### config.mk
export PLATFORM = sky130hd
export DESIGN_NAME = prbs_bist_ctrl_flat
export DESIGN_NICKNAME = d
export VERILOG_FILES = /design/src/rtl/prbs_bist_ctrl_if.sv /design/src/rtl/prbs_bist_ctrl.sv /design/src/flat_wrapper.sv
export SDC_FILE = /design/constraint.sdc
export NUM_CORES = 1
export LEC_CHECK = 0
export CAP_MARGIN = 20
export CORE_ASPECT_RATIO = 0.75
export CORE_UTILIZATION = 40
export DETAILED_ROUTE_END_ITERATION = 7
export SETUP_SLACK_MARGIN = 0.02
export SYNTH_ARGS = -nofsm -noshare
export SYNTH_HDL_FRONTEND = slang
export SYNTH_SLANG_ARGS = --single-unit
### constraint.sdc
create_clock -name clock -period 3.59 [get_ports clock]
set_input_delay 0.5385 -clock clock [delete_from_list [all_inputs] [get_ports clock]]
set_output_delay 0.5385 -clock clock [all_outputs]
set_load 0.02 [all_outputs]
### src/rtl/prbs_bist_ctrl_if.sv
// Loopback link between the BIST controller and the PRBS datapath.
// The controller drives tx and consumes the returned rx words.
interface prbs_bist_ctrl_if;
    logic       tx_valid;
    logic [3:0] tx_data;
    logic       rx_valid;
    logic [3:0] rx_data;

    modport master (
        output tx_valid,
        output tx_data,
        input  rx_valid,
        input  rx_data
    );

    modport slave (
        input  tx_valid,
        input  tx_data,
        output rx_valid,
        output rx_data
    );
endinterface

### src/rtl/prbs_bist_ctrl.sv
// PRBS BIST controller: streams a seeded 4-bit PRBS burst and checks
// the looped-back words against an identically seeded reference.
module prbs_bist_ctrl #(
    parameter int LEN_W   = 8,
    parameter int TIMEOUT = 64
) (
    input  logic             clock,
    input  logic             rst,
    input  logic             start,
    input  logic [3:0]       seed,
    input  logic [LEN_W-1:0] len,
    output logic             busy,
    output logic             done,
    output logic [7:0]       err_cnt,
    output logic             timeout,
    output logic             pass,
    prbs_bist_ctrl_if.master lb
);
    localparam int TO_W = (TIMEOUT > 1) ? $clog2(TIMEOUT) : 1;
    localparam logic [TO_W-1:0]  TO_LAST = TO_W'(TIMEOUT - 1);
    localparam logic [LEN_W-1:0] LEN_ONE = LEN_W'(1);

    typedef enum logic [2:0] {
        S_IDLE,
        S_SEED,
        S_RUN,
        S_DRAIN,
        S_DONE
    } state_t;

    state_t           state;
    logic [3:0]       seed_q;
    logic [3:0]       gen_q;
    logic [3:0]       ref_q;
    logic [LEN_W-1:0] len_q;
    logic [LEN_W-1:0] tx_cnt;
    logic [LEN_W-1:0] rx_cnt;
    logic [LEN_W-1:0] rx_nxt;
    logic [TO_W-1:0]  to_cnt;
    logic             tx_vld_q;
    logic             chk;
    logic             mis;
    logic [7:0]       err_nxt;

    function automatic logic [3:0] lfsr_step(input logic [3:0] s);
        return {s[2:0], s[0] ^ s[3]};
    endfunction

    assign lb.tx_valid = tx_vld_q;
    assign lb.tx_data  = gen_q;

    // Checker view including the word arriving this cycle, so DRAIN can
    // finish on the final compare without an extra cycle.
    always_comb begin
        chk     = (state == S_RUN || state == S_DRAIN)
                  && lb.rx_valid && (rx_cnt < len_q);
        mis     = chk && (lb.rx_data != ref_q);
        err_nxt = (mis && err_cnt != 8'hFF) ? err_cnt + 8'd1 : err_cnt;
        rx_nxt  = chk ? rx_cnt + LEN_ONE : rx_cnt;
    end

    always_ff @(posedge clock) begin
        if (rst) begin
            state    <= S_IDLE;
            seed_q   <= 4'h0;
            gen_q    <= 4'h0;
            ref_q    <= 4'h0;
            len_q    <= '0;
            tx_cnt   <= '0;
            rx_cnt   <= '0;
            to_cnt   <= '0;
            tx_vld_q <= 1'b0;
            busy     <= 1'b0;
            done     <= 1'b0;
            err_cnt  <= 8'd0;
            timeout  <= 1'b0;
            pass     <= 1'b0;
        end else begin
            done <= 1'b0;
            unique case (state)
                S_IDLE: begin
                    if (start) begin
                        seed_q  <= (seed == 4'h0) ? 4'h1 : seed;
                        len_q   <= len;
                        err_cnt <= 8'd0;
                        timeout <= 1'b0;
                        pass    <= 1'b0;
                        busy    <= 1'b1;
                        state   <= S_SEED;
                    end
                end
                S_SEED: begin
                    gen_q  <= seed_q;
                    ref_q  <= seed_q;
                    tx_cnt <= '0;
                    rx_cnt <= '0;
                    to_cnt <= '0;
                    if (len_q == '0) begin
                        busy  <= 1'b0;
                        done  <= 1'b1;
                        pass  <= (err_cnt == 8'd0) && !timeout;
                        state <= S_DONE;
                    end else begin
                        tx_vld_q <= 1'b1;
                        state    <= S_RUN;
                    end
                end
                S_RUN: begin
                    gen_q   <= lfsr_step(gen_q);
                    tx_cnt  <= tx_cnt + LEN_ONE;
                    err_cnt <= err_nxt;
                    rx_cnt  <= rx_nxt;
                    if (chk) ref_q <= lfsr_step(ref_q);
                    if (tx_cnt + LEN_ONE == len_q) begin
                        tx_vld_q <= 1'b0;
                        state    <= S_DRAIN;
                    end
                end
                S_DRAIN: begin
                    to_cnt  <= to_cnt + TO_W'(1);
                    err_cnt <= err_nxt;
                    rx_cnt  <= rx_nxt;
                    if (chk) ref_q <= lfsr_step(ref_q);
                    if (rx_nxt == len_q) begin
                        busy  <= 1'b0;
                        done  <= 1'b1;
                        pass  <= (err_nxt == 8'd0);
                        state <= S_DONE;
                    end else if (to_cnt == TO_LAST) begin
                        timeout <= 1'b1;
                        busy    <= 1'b0;
                        done    <= 1'b1;
                        pass    <= 1'b0;
                        state   <= S_DONE;
                    end
                end
                S_DONE: begin
                    state <= S_IDLE;
                end
                default: begin
                    state <= S_IDLE;
                end
            endcase
        end
    end
endmodule

### src/flat_wrapper.sv
// flat-port wrapper written by rule: the top's interface ports become plain ports
module prbs_bist_ctrl_flat 
#(
    parameter int LEN_W   = 8,
    parameter int TIMEOUT = 64
)
  (clock, rst, start, seed, len, busy, done, err_cnt, timeout, pass, lb_tx_valid, lb_tx_data, lb_rx_valid, lb_rx_data);
  prbs_bist_ctrl_if lb_i ();
  input  logic clock;
  input  logic rst;
  input  logic start;
  input  logic [3:0] seed;
  input  logic [LEN_W-1:0] len;
  output logic busy;
  output logic done;
  output logic [7:0] err_cnt;
  output logic timeout;
  output logic pass;
  output wire logic [$bits(lb_i.tx_valid)-1:0] lb_tx_valid;
  output wire logic [$bits(lb_i.tx_data)-1:0] lb_tx_data;
  input wire logic [$bits(lb_i.rx_valid)-1:0] lb_rx_valid;
  input wire logic [$bits(lb_i.rx_data)-1:0] lb_rx_data;
  assign lb_tx_valid = lb_i.tx_valid;
  assign lb_tx_data = lb_i.tx_data;
  assign lb_i.rx_valid = lb_rx_valid;
  assign lb_i.rx_data = lb_rx_data;
  prbs_bist_ctrl #(.LEN_W(LEN_W), .TIMEOUT(TIMEOUT)) u_core (.clock(clock), .rst(rst), .start(start), .seed(seed), .len(len), .busy(busy), .done(done), .err_cnt(err_cnt), .timeout(timeout), .pass(pass), .lb(lb_i));
endmodule
After elaboration in Yosys (flattened, before gate mapping):

Cells that the tools add are included.

* muxes and demuxes: 36
* equal/unequal tests: 16
* reduce and logical (&&, ||, !) cells: 26
* bitwise operators: 2
* add/sub/neg operators: 4
* magnitude comparators: 1

Operators with widths (number)
* $pmux W8 S2: 3
* $add A8 B1 Y8 const B: 3
* $logic_not A8 Y1: 3
* $mux W8: 3
* $eq A8 B8 Y1: 2
* $pmux W4 S2: 2
* $mux W3: 5
* $mux W1: 14
* $pmux W3 S4: 1
* $pmux W6 S2: 1
* $ne A2 B2 Y1 const B: 5
* $reduce_bool A2 Y1: 5
* $lt A8 B8 Y1: 1
* $mux W4: 2
* $ne A8 B8 Y1 const B: 1
* $reduce_and A4 Y1: 2
* $add A6 B1 Y6 const B: 1
* $eq A3 B2 Y1 const B: 2
* $eq A6 B6 Y1 const B: 1
* $pmux W1 S2: 3
* $pmux W1 S3: 2
* $reduce_and A2 Y1: 3
* $reduce_and A3 Y1: 2
* $logic_and A1 B1 Y1: 5
* other kinds (11): 13

* logic and storage cells: 99
* bits in registers: 58

Depth between registers and ports, before layout:

Gate-level depths: netlist (run 1).

* depth after elaboration: 10
* gate-level depth with buffers: 11
* depth with buffers taken out: 10

Worst setup path before layout (run 1):

OpenSTA, ideal clock, no wires.

* path type: flip-flop to flip-flop
* start: register u_core.len_q[5]
* end: register u_core.done
* path buffers: 0
* setup slack: 1.014 ns
* clock period less this slack: 2.576 ns
* cell stages (with the launch flop): 11
* data arrival time: 2.473 ns
* setup time: 0.103 ns
* cell sequence: dfxtp_1 -> inv_1 -> ha_1 -> a21oi_1 -> o221ai_1 -> a21o_1 -> nor3_1 -> nor4b_1 -> o211a_1 -> nor2_1 -> a2111oi_2

* word-level cells in the longest chain between the ends: 6
* elaborated cells between the ends (all ways): 8
* those cells by class: 1 x order compare; 1 x eq/ne; 4 x mux; 2 x reduce/logical

Ends and longest elaborated chain
* start: declaration: RTL line prbs_bist_ctrl.sv:35 `logic [LEN_W-1:0] len_q;`
* start signal: assignment: RTL line prbs_bist_ctrl.sv:84 `len_q <= len;`
* $lt A8 B8 Y1: RTL line prbs_bist_ctrl.sv:56 `&& lb.rx_valid && (rx_cnt < len_q);`
* $logic_and A1 B1 Y1: RTL line prbs_bist_ctrl.sv:56
* $mux W8: RTL line prbs_bist_ctrl.sv:59 `rx_nxt = chk ? rx_cnt + LEN_ONE : rx_cnt;`
* $eq A8 B8 Y1: RTL line prbs_bist_ctrl.sv:124 `if (rx_nxt == len_q) begin`
* $mux W1: RTL line prbs_bist_ctrl.sv:124
* $pmux W1 S2 *: RTL line prbs_bist_ctrl.sv:80 `unique case (state)`
* end signal: assignment: RTL line prbs_bist_ctrl.sv:79 `done <= 1'b0;`
* end signal: assignment: RTL line prbs_bist_ctrl.sv:126 `done <= 1'b1;`
* end signal: assignment: RTL line prbs_bist_ctrl.sv:132 `done <= 1'b1;`
* end: declaration: RTL line prbs_bist_ctrl.sv:13 `output logic done,`

Every way passes the cells marked *; elsewhere a longest branch is shown, timed or not.
A chain may end at the register's enable or synchronous reset.

Final worst setup path (run 1):

* start: register u_core.len_q[2]
* end: register u_core.done

Same word-level chain as after synthesis.

==> metrics.md, run 1 <==
| Metric | Value |
|---|---|
| Leakage | 1.51 nW |
| Initial antenna violation count | 0 |
| DPL Wire Length | 7.41 mm |
| CTS Root Cell | clkbuf_16 |
| Drt total wl | 10.1 mm |
| H-tree level count | 3 |
| R2r worst-path depth | 10 |
| # diodes | 0 |
| Worst-margin pin slew | 576 ps |
| Worst hold path class | reg2reg |
| Setup Fix Bufs, Post-CTS | 0 |
| Peak VDD IR | 297 uV |
| Post-synth EDFFs | 0 |
| Post-Synthesis Cells | 457 |
| Worst Path Required | 3820 ps |
| Pre-CTS setup slack | 386 ps |
| Synth top area cells | dfxtp_1, nand2_1, a21oi_1, nor2_1, ha_1 |
| Fin crit share | 0.845 |
| Power per Cell Area | 479 nW/um^2 |
| Worst Skew | 4.51 ps |
| Synth-to-Final Area Change | 23.9% |
| Commonest non-fill, non-tap cells in the layout | nand2_1, dfxtp_1, nor2_1, a21oi_1, clkdlybuf4s50_1 |
| RSZ-0062 raised after global routing | no |
| 1st-iter DRT viols | 288 |
| TritonRoute pass-1 iters | 5 |
| Fin Setup TNS | 0 ps |
| HP Start | u_core.to_cnt[1] |
| DP Area | 3940 sq um |
| Part of the Yosys area used for sequential elements | 0.339 |
| Clock insertion delay at the later pin of the skew report | 330 ps |
| Post-Syn Area | 3420 sq um |
| PostCTS Resize Cnt | 0 |
| Sw Pwr | 0.000610 W |
| CTS buffer count | 9 |
| Number of max-cap violations | 0 |
| R2R Path Start | u_core.len_q[2] |
| Largest driver fanout on the critical path | 9 |
| Synth Flop Type | dfxtp_1 |
| Via density | 5.72 |
| Die area | 8940 sq um |
| Met3 usage | 0.0534 |
| I/O pins | 37 |
| Combinational power share | 0.213 |
| CTS tree | done |
| Ys Warns | 0 |
| Int Pwr | 0.00142 W |
| Post-route antenna net violation count | 0 |
| WL/cell | 16.6 um |
| Gr busiest metal | met1 |
| Reg2reg end | u_core.done |
| Worst hold path depth | 2 |
| Worst endpoint data arrival time | 3260 ps |
| Post-Syn Area per Cell | 7.49 sq um |
| Worst rel slew slack | 0.610 |
| Final Setup Violations | 0 |
| Sequential share of power | 0.358 |
| Synth async-reset ratio | 0 |
| Yosys top cell by area | dfxtp_1 |
| Reg2Reg Setup Slack | 560 ps |
| Commonest non-fill, non-tap cell in the layout | nand2_1 |
| Die H | 82.1 um |
| Met1 track demand over resource | 0.365 |
| First-pass GRT wire length | 16.7 mm |
| Net Sw Frac | 0.300 |
| Hold Crit Endpoint | u_core.to_cnt[1] |
| Core Region | 8090 sq um |
| Worst Slack Setup Final | 557 ps |
| Hold Buf Count CTS | 0 |
| Post-synth top area share | 0.339 |
| Synthesis-stage register bit count | 58 |
| Cells after DPL | 592 |
| Max-slew violations | 0 |
| Status | complete, no violations |
| Die width | 109 um |
| Synthesized Nets | 489 |
| Worst hold slack | 474 ps |
| Max clock buf depth | 2 |
| Post-synth cell types | 54 |
| Largest net degree at the start of global routing | 33 |
| Hold Vio Cnt, Final | 0 |
| Final Cell Area | 4240 sq um |
| Clock Power Share | 0.429 |
| Vias in the first global route | 3240 |
| GP Congestion | 0.928 |
| Starting Density | 0.423 |
| WS Path Type | reg2reg |
| Tot GR Track Use | 0.249 |
| GRT met2 Usage | 0.361 |
| I/O Buffers | 36 |
| Post-route DRC | 0 |
| Vias | 3477 |
| Congestion Overflow GR | 0 |
| Fin crit period | 3030 ps |
| Layout cells sized above 1 | 0.0775 |
| Sinks on Clock Net | 58 |
| Number of core rows | 28 |
| Critical Path Start Type | flop |
| FMAX | 330 MHz |
| Nets | 530 |
| Clock slew at reported path FFs | 50 ps |
| Critical path endpoint category | flop |
| Post-Layout Cell Count | 608 |
stage by stage:
stage	util	total power, W
2_1_floorplan	-	0.00100
3_3_place_gp	0.486	0.00116
3_5_place_dp	0.486	0.00116
4_1_cts	0.524	0.00204
5_1_grt	0.524	0.00212
6_report	0.524	0.00203
sequential cells by signal, indices dropped and copies added, names as in the netlist, 3 cells and up:
register and flops:
u_core.tx_cnt 8, u_core.len_q 8, u_core.rx_cnt 8, u_core.state 3, u_core.err_cnt 8, u_core.to_cnt 6, u_core.ref_q 4, u_core.lb.tx_data 4
u_core.seed_q 4
cells in the mapped netlist (5+ instances only):
cell / count
nand3_1: 18
a311oi_1: 12
nor4_1: 6
xnor2_1: 14
a31oi_1: 5
clkbuf_1: 17
ha_1: 12
xor2_1: 10
o21ai_0: 18
nor3_1: 11
inv_1: 14
nand4_1: 7
dfxtp_1: 58
nor2_1: 53
a211oi_1: 8
nand2_1: 79
a21oi_1: 40
critical path, stage by stage (launching register included):
cell       delay, ps
dfxtp_1          480
inv_1            140
ha_1             310
a21oi_1          140
o21ai_1          140
a21o_1           290
nor3_1           260
nor4b_1          530
o211a_1          240
nor2_1            80
a2111oi_2        320
metal layers:
metal,vias to the layer above,share of wire
met5,-,0
met4,0,0.012
met3,13,0.062
met2,111,0.40
met1,1623,0.53
li1,1730,-
how the worst max path moves through the flow:
| stage | from | end | cells past startpoint |
|---|---|---|---|
| after floorplan | u_core.len_q[5] | u_core.done | 10 |
| after global placement | lb_rx_data[2] | u_core.pass | 10 |
| after detailed placement | lb_rx_data[2] | u_core.pass | 10 |
| after CTS | u_core.len_q[5] | u_core.done | 10 |
| after global routing | u_core.len_q[5] | u_core.done | 10 |
| final | u_core.len_q[2] | u_core.done | 10 |
layout make-up:
cell class	count	area (sq um)
Multi-Input combinational cell	362	2110
Timing Repair Buffer	52	475
Clock buffer	12	256
Tap cell	105	131
Sequential cell	58	1160
Clock inverter	4	50.0
Inverter	15	56.3
Fill cell	787	3850
cells by family after synthesis:
kind of cell | after synthesis | synth area share
buffers and inverters | 37 | 0.0442
AOI/OAI and AO/OA | 116 | 0.225
DFF | 58 | 0.339
adders and majority gates | 12 | 0.0439
and+or+nand+nor | 208 | 0.280
muxes | 2 | 0.00658
xor gates and xnor gates | 24 | 0.0614
power by group through the flow:
| stage | logic (W) | registers [W] | clock network (W) |
|---|---|---|---|
| 3_5_place_dp | 0.000426 | 0.000739 | 0 |
| 4_1_cts | 0.000429 | 0.000726 | 0.000886 |
| 3_3_place_gp | 0.000420 | 0.000739 | 0 |
| 5_1_grt | 0.000478 | 0.000731 | 0.000914 |
| 2_1_floorplan | 0.000264 | 0.000739 | 0 |
| 6_report | 0.000432 | 0.000727 | 0.000871 |
(Power assumes the default switching activity.)
==> inputs of run 2 (changes only) <==
==> constraint.sdc (replaced) <==
create_clock -name clock -period 2.6 [get_ports clock]
set_input_delay 0.39 -clock clock [delete_from_list [all_inputs] [get_ports clock]]
set_output_delay 0.39 -clock clock [all_outputs]
set_load 0.02 [all_outputs]
==> metrics.md, run 2 (synthesis results as in run 1) <==
| Metric | Value |
|---|---|
| Status | complete, no violations (unchanged) |
| Die area | 8940 sq um (unchanged) |
| CTS Root Cell | clkbuf_16 (unchanged) |
| I/O Buffers | 36 (unchanged) |
| Fin crit period | 2470 ps (was 3030 ps) |
| Die H | 82.1 um (unchanged) |
| Worst Path Required | 2820 ps (was 3820 ps) |
| WL/cell | 16.2 um (was 16.6 um) |
| Total power | 0.00301 W (was 0.00203 W) |
| Layout cells sized above 1 | 0.171 (was 0.0775) |
| Post-route antenna net violation count | 0 (unchanged) |
| Final Setup Violations | 0 (unchanged) |
| WS Path Type | reg2reg (unchanged) |
| Worst-margin pin slew | 583 ps (was 576 ps) |
| Synth-to-Final Area Change | 34.9% (was 23.9%) |
| Tot GR Track Use | 0.244 (was 0.249) |
| DP Area | 4130 sq um (was 3940 sq um) |
| RSZ-0062 raised after global routing | yes (was no) |
| CTS tree | done (unchanged) |
| Clock slew at reported path FFs | 50 ps (about the same) |
| H-tree level count | 3 (unchanged) |
| I/O pins | 37 (unchanged) |
| Worst rel slew slack | 0.611 (was 0.610) |
| Nets | 560 (was 530) |
| Drt total wl | 10.4 mm (was 10.1 mm) |
| 1st-iter DRT viols | 268 (was 288) |
| Post-route DRC | 0 (unchanged) |
| Initial antenna violation count | 0 (unchanged) |
| Congestion Overflow GR | 0 (unchanged) |
| FMAX | 405 MHz (was 330 MHz) |
| Number of core rows | 28 (unchanged) |
| Via density | 5.60 (was 5.72) |
| Worst Skew | 3.70 ps (was 4.51 ps) |
| Fin crit share | 0.950 (was 0.845) |
| Final Util | 0.571 (was 0.524) |
| Clock insertion delay at the later pin of the skew report | 330 ps (about the same) |
| Core Region | 8090 sq um (unchanged) |
| Critical Path Start Type | flop (unchanged) |
| Worst hold path class | reg2reg (unchanged) |
| Vias | 3573 (was 3477) |
| Filler Cell Count | 763 (was 787) |
| Commonest non-fill, non-tap cell in the layout | nand2_1 (unchanged) |
| Critical path endpoint category | flop (unchanged) |
| First-pass GRT wire length | 16.5 mm (was 16.7 mm) |
| Largest driver fanout on the critical path | 5 (was 9) |
| Starting Density | 0.423 (unchanged) |
| Max-slew violations | 0 (unchanged) |
| Worst endpoint data arrival time | 2690 ps (was 3260 ps) |
| Sinks on Clock Net | 58 (unchanged) |
| Leakage | 1.70 nW (was 1.51 nW) |
| CTS buffer count | 9 (unchanged) |
| Peak VDD IR | 516 uV (was 297 uV) |
| Max clock buf depth | 2 (unchanged) |
| TritonRoute pass-1 iters | 5 (unchanged) |
| Hold Vio Cnt, Final | 0 (unchanged) |
| GP Congestion | 0.877 (was 0.928) |
| DPL Wire Length | 7.56 mm (was 7.41 mm) |
| Number of max-cap violations | 0 (unchanged) |
| Vias in the first global route | 3228 (was 3240) |
| # diodes | 0 (unchanged) |
| Largest net degree at the start of global routing | 30 (was 33) |
| Final Cell Area | 4620 sq um (was 4240 sq um) |
| Die width | 109 um (unchanged) |
| Power per Cell Area | 653 nW/um^2 (was 479 nW/um^2) |
| Commonest non-fill, non-tap cells in the layout | nand2_1, dfxtp_1, nor2_1, buf_4, a21oi_1 (was nand2_1, dfxtp_1, nor2_1, a21oi_1, clkdlybuf4s50_1) |
[run 2: cell types whose count changed in the layout (fill, tap and decap cells not counted), moves of 3 or more]
cell	before	now
a21oi_1	40	37
a21oi_2	0	3
buf_4	16	43
buf_6	0	3
dfxtp_1	58	55
dfxtp_2	0	3
ha_1	12	9
ha_4	0	3
nor4_1	6	3
nor4_2	0	3
[run 2: timing repair]
| item | CTS | global route |
|---|---|---|
| resized for setup | 4 | 23 |
| hold buffers | 0 | 0 |
| hold endpoints to repair | 0 | 0 |
| cloned | 0 | 0 |
| buffers inserted | 1 | 3 |
| pin swaps | 2 | 13 |
| endpoints found under the setup margin | 3 | 10 |
[run 2: path summary, 6_finish.rpt]
| kind | from | to | slack, ps | cells past startpoint |
|---|---|---|---|---|
| max | u_core.len_q[5] | u_core.state[2] | 130 | 11 |
| max reg2reg | u_core.len_q[5] | u_core.state[2] | 130 | 11 |
| min | u_core.to_cnt[1] | u_core.to_cnt[1] | 470 | 2 |
| min reg2reg | u_core.to_cnt[1] | u_core.to_cnt[1] | 470 | 2 |
[run 2: power breakdown]
group	leakage, nW	switching (W)	internal [W]
combinational	1.07	0.000414	0.000294
sequential	0.472	0.0000486	0.000943
clock	0.163	0.000422	0.000891
[run 2: cell type report]
class                      instances  area [sq um]  area share
multi-input combinational        362          2220       0.481
sequential                        58          1160       0.252
timing repair buffer              82           712       0.154
clock buffer                      12           256      0.0555
tap                              105           131      0.0284
clock inverter                     4          73.8      0.0160
inverter                          15          56.3      0.0122
[run 2: worst max-delay path, stage by stage, from the launching register on]
cell and delay (ps):
dfxtp_2 320, inv_1 60, ha_4 270, nand4_1 170
o221ai_2 270, a21o_1 240, buf_6 130, nor2_1 40
o32ai_2 340, o211a_1 250, nor2_2 60, a2111oi_2 210
[run 2: per-stage QoR]
stage                     setup slack, ps  cells  TNS (ps)  hold WS, ps
after floorplan                      24.0    457         0          449
after global placement               -225    618      -527          456
after detailed placement             -296    618     -1460          466
after CTS                            36.1    635         0          474
after global routing                 5.03    638         0          505
final                                 131    638         0          474
[run 2: layer usage]
layer	vias to the layer above	share of wire	GRT usage
met2	113	0.42	0.359
met4	0	0.011	0.0635
li1	1792	-	-
met1	1655	0.51	0.355
met5	-	0	0
met3	13	0.065	0.0573
==> inputs of run 3 (changes only) <==
--- a/config.mk
+++ b/config.mk
@@ -8,6 +8,7 @@
 export CAP_MARGIN = 20
 export CORE_ASPECT_RATIO = 0.75
 export CORE_UTILIZATION = 40
+export CTS_BUF_LIST = sky130_fd_sc_hd__clkbuf_2 sky130_fd_sc_hd__clkbuf_4 sky130_fd_sc_hd__clkbuf_8
 export DETAILED_ROUTE_END_ITERATION = 7
 export SETUP_SLACK_MARGIN = 0.02
 export SYNTH_ARGS = -nofsm -noshare
==> metrics.md, run 3 (synthesis results as in run 1) <==
| Metric | Value |
|---|---|
| FMAX | 402 MHz (was 405 MHz) |
| Cells after DPL | 618 (unchanged) |
| Worst endpoint data arrival time | 2730 ps (was 2690 ps) |
| WL/cell | 16.2 um (about the same) |
| First-pass GRT wire length | 16.3 mm (was 16.5 mm) |
| Starting Density | 0.423 (unchanged) |
| Commonest non-fill, non-tap cells in the layout | nand2_1, dfxtp_1, nor2_1, buf_4, a21oi_1 (unchanged) |
| I/O Buffers | 36 (unchanged) |
| Clock insertion delay at the later pin of the skew report | 360 ps (was 330 ps) |
| CTS Root Cell | clkbuf_8 (was clkbuf_16) |
| Vias in the first global route | 3257 (was 3228) |
| Fin crit share | 0.957 (was 0.950) |
| Clock slew at reported path FFs | 70 ps (was 50 ps) |
| Largest net degree at the start of global routing | 30 (unchanged) |
| Number of max-cap violations | 0 (unchanged) |
| Post-route DRC | 0 (unchanged) |
| Post-route antenna net violation count | 0 (unchanged) |
| Tot GR Track Use | 0.243 (was 0.244) |
| R2r worst-path depth | 10 (was 11) |
| Largest driver fanout on the critical path | 4 (was 5) |
| Hold Buf Count CTS | 0 (unchanged) |
| Max clock buf depth | 2 (unchanged) |
| Worst Slack Setup Final | 113 ps (was 131 ps) |
| Status | complete, no violations (unchanged) |
| Worst Skew | 6.39 ps (was 3.70 ps) |
| CTS buffer count | 9 (unchanged) |
| CP Cell Sequence | clkdlybuf4s50_1 > nand2_1 > buf_4 > o311ai_0 > o31a_1 > nor4b_2 > a211o_1 > buf_4 > o21a_1 > a41oi_2 > o21ai_1 (was inv_1 > ha_4 > nand4_1 > o221ai_2 > a21o_1 > buf_6 > nor2_1 > o32ai_2 > o211a_1 > nor2_2 > a2111oi_2) |
| DP Area | 4130 sq um (unchanged) |
| RSZ-0062 raised after global routing | no (was yes) |
| H-tree level count | 3 (unchanged) |
| Congestion Overflow GR | 0 (unchanged) |
| Initial antenna violation count | 0 (unchanged) |
| DPL Wire Length | 7.56 mm (unchanged) |
| Slowest CP cell | clkdlybuf4s50_1 (was o32ai_2) |
| Via density | 5.69 (was 5.60) |
| Post-Layout Cell Count | 638 (unchanged) |
| Die width | 109 um (unchanged) |
| Delay of the slowest cell on the worst path | 540 ps (was 340 ps) |
| # diodes | 0 (unchanged) |
| I/O pins | 37 (unchanged) |
| Drt total wl | 10.3 mm (was 10.4 mm) |
| Final Cell Area | 4540 sq um (was 4620 sq um) |
| Nets | 560 (unchanged) |
| Max-slew violations | 0 (unchanged) |
| Worst hold path depth | 2 (unchanged) |
| Leakage | 1.67 nW (was 1.70 nW) |
| Sinks on Clock Net | 58 (unchanged) |
| WS Path Type | in2reg (was reg2reg) |
| Worst rel slew slack | 0.609 (was 0.611) |
| Worst Path Required | 2840 ps (was 2820 ps) |
| Pre-CTS setup slack | -296 ps (unchanged) |
| Critical Path Start Type | primary input (was flop) |
| Register area | 1170 sq um (was 1160 sq um) |
| Area of the multi-input gates | 2240 sq um (was 2220 sq um) |
| Peak VDD IR | 431 uV (was 516 uV) |
| Synth-to-Final Area Change | 32.5% (was 34.9%) |
| GP Congestion | 0.877 (unchanged) |
| Power per Cell Area | 595 nW/um^2 (was 653 nW/um^2) |
| Vias | 3629 (was 3573) |
| Worst-margin pin slew | 586 ps (was 583 ps) |
| Die area | 8940 sq um (unchanged) |
| Most frequent CP cell | buf_4 |
| Filler Cell Count | 769 (was 763) |
| Number of core rows | 28 (unchanged) |
| Fin crit period | 2490 ps (was 2470 ps) |
| Final Setup Violations | 0 (unchanged) |
| Critical path endpoint category | flop (unchanged) |
| Final Util | 0.560 (was 0.571) |
| Hold Vio Cnt, Final | 0 (unchanged) |
| Die H | 82.1 um (unchanged) |
| 1st-iter DRT viols | 301 (was 268) |
| Layout cells sized above 1 | 0.176 (was 0.171) |
| TritonRoute pass-1 iters | 5 (unchanged) |
| Worst hold path class | reg2reg (unchanged) |
| Commonest non-fill, non-tap cell in the layout | nand2_1 (unchanged) |
| CTS tree | done (unchanged) |
| Core Region | 8090 sq um (unchanged) |
==> run 3: changes by cell type in the layout (fill, tap and decap cells not counted) <==
cell	before	now
clkbuf_1	1	0
clkbuf_16	9	0
clkbuf_4	0	1
clkbuf_8	2	11
dfxtp_1	55	54
dfxtp_2	3	4
nor2_1	52	51
nor2_2	1	2
o32ai_2	1	0
o32ai_4	0	1
==> run 3: layout make-up <==
cell class / count / share of cell area
Clock buffer: 12 / 0.0350
Clock inverter: 4 / 0.0163
Inverter: 15 / 0.0124
Multi-Input combinational cell: 362 / 0.493
Sequential cell: 58 / 0.257
Tap cell: 105 / 0.0290
Timing Repair Buffer: 82 / 0.157
==> run 3: final timing paths <==
path,start,endpoint,slack (ps)
worst min register to register,u_core.to_cnt[1],u_core.to_cnt[1],480
worst max-delay path,lb_rx_valid,u_core.pass,110
worst min-delay path,u_core.to_cnt[1],u_core.to_cnt[1],480
worst max register to register,u_core.state[2],u_core.pass,120
==> run 3: worst max-delay path: cells and delay by family <==
family                 cells  cell delay, ps
buffers and inverters      3             830
AND/OR/NAND/NOR            2             160
AO/OA/AOI/OAI              6            1340
==> run 3: stage by stage <==
| stage | total power, W | setup TNS, ps | hold slack (ps) |
|---|---|---|---|
| after floorplan | 0.00139 | 0 | 449 |
| after global placement | 0.00165 | -527 | 456 |
| after detailed placement | 0.00165 | -1460 | 466 |
| after CTS | 0.00266 | 0 | 477 |
| after global routing | 0.00281 | 0 | 508 |
| final | 0.00270 | 0 | 476 |
==> run 3: repair_timing <==
item	in CTS	in global routing
pin swaps	2	16
endpoints found under the setup margin	3	10
setup buffers	1	3
resized for setup	4	26
==> run 3: power by group <==
group / switching [W] / total, W / internal (W)
sequential: 0.0000480 / 0.000990 / 0.000942
clock: 0.000389 / 0.000992 / 0.000603
combinational: 0.000418 / 0.000716 / 0.000297
==> run 3: metal layers <==
layer  GRT usage  part of all wire
met5           0                 0
met2       0.357              0.41
met3      0.0549             0.066
met1       0.351              0.51
met4      0.0743             0.013
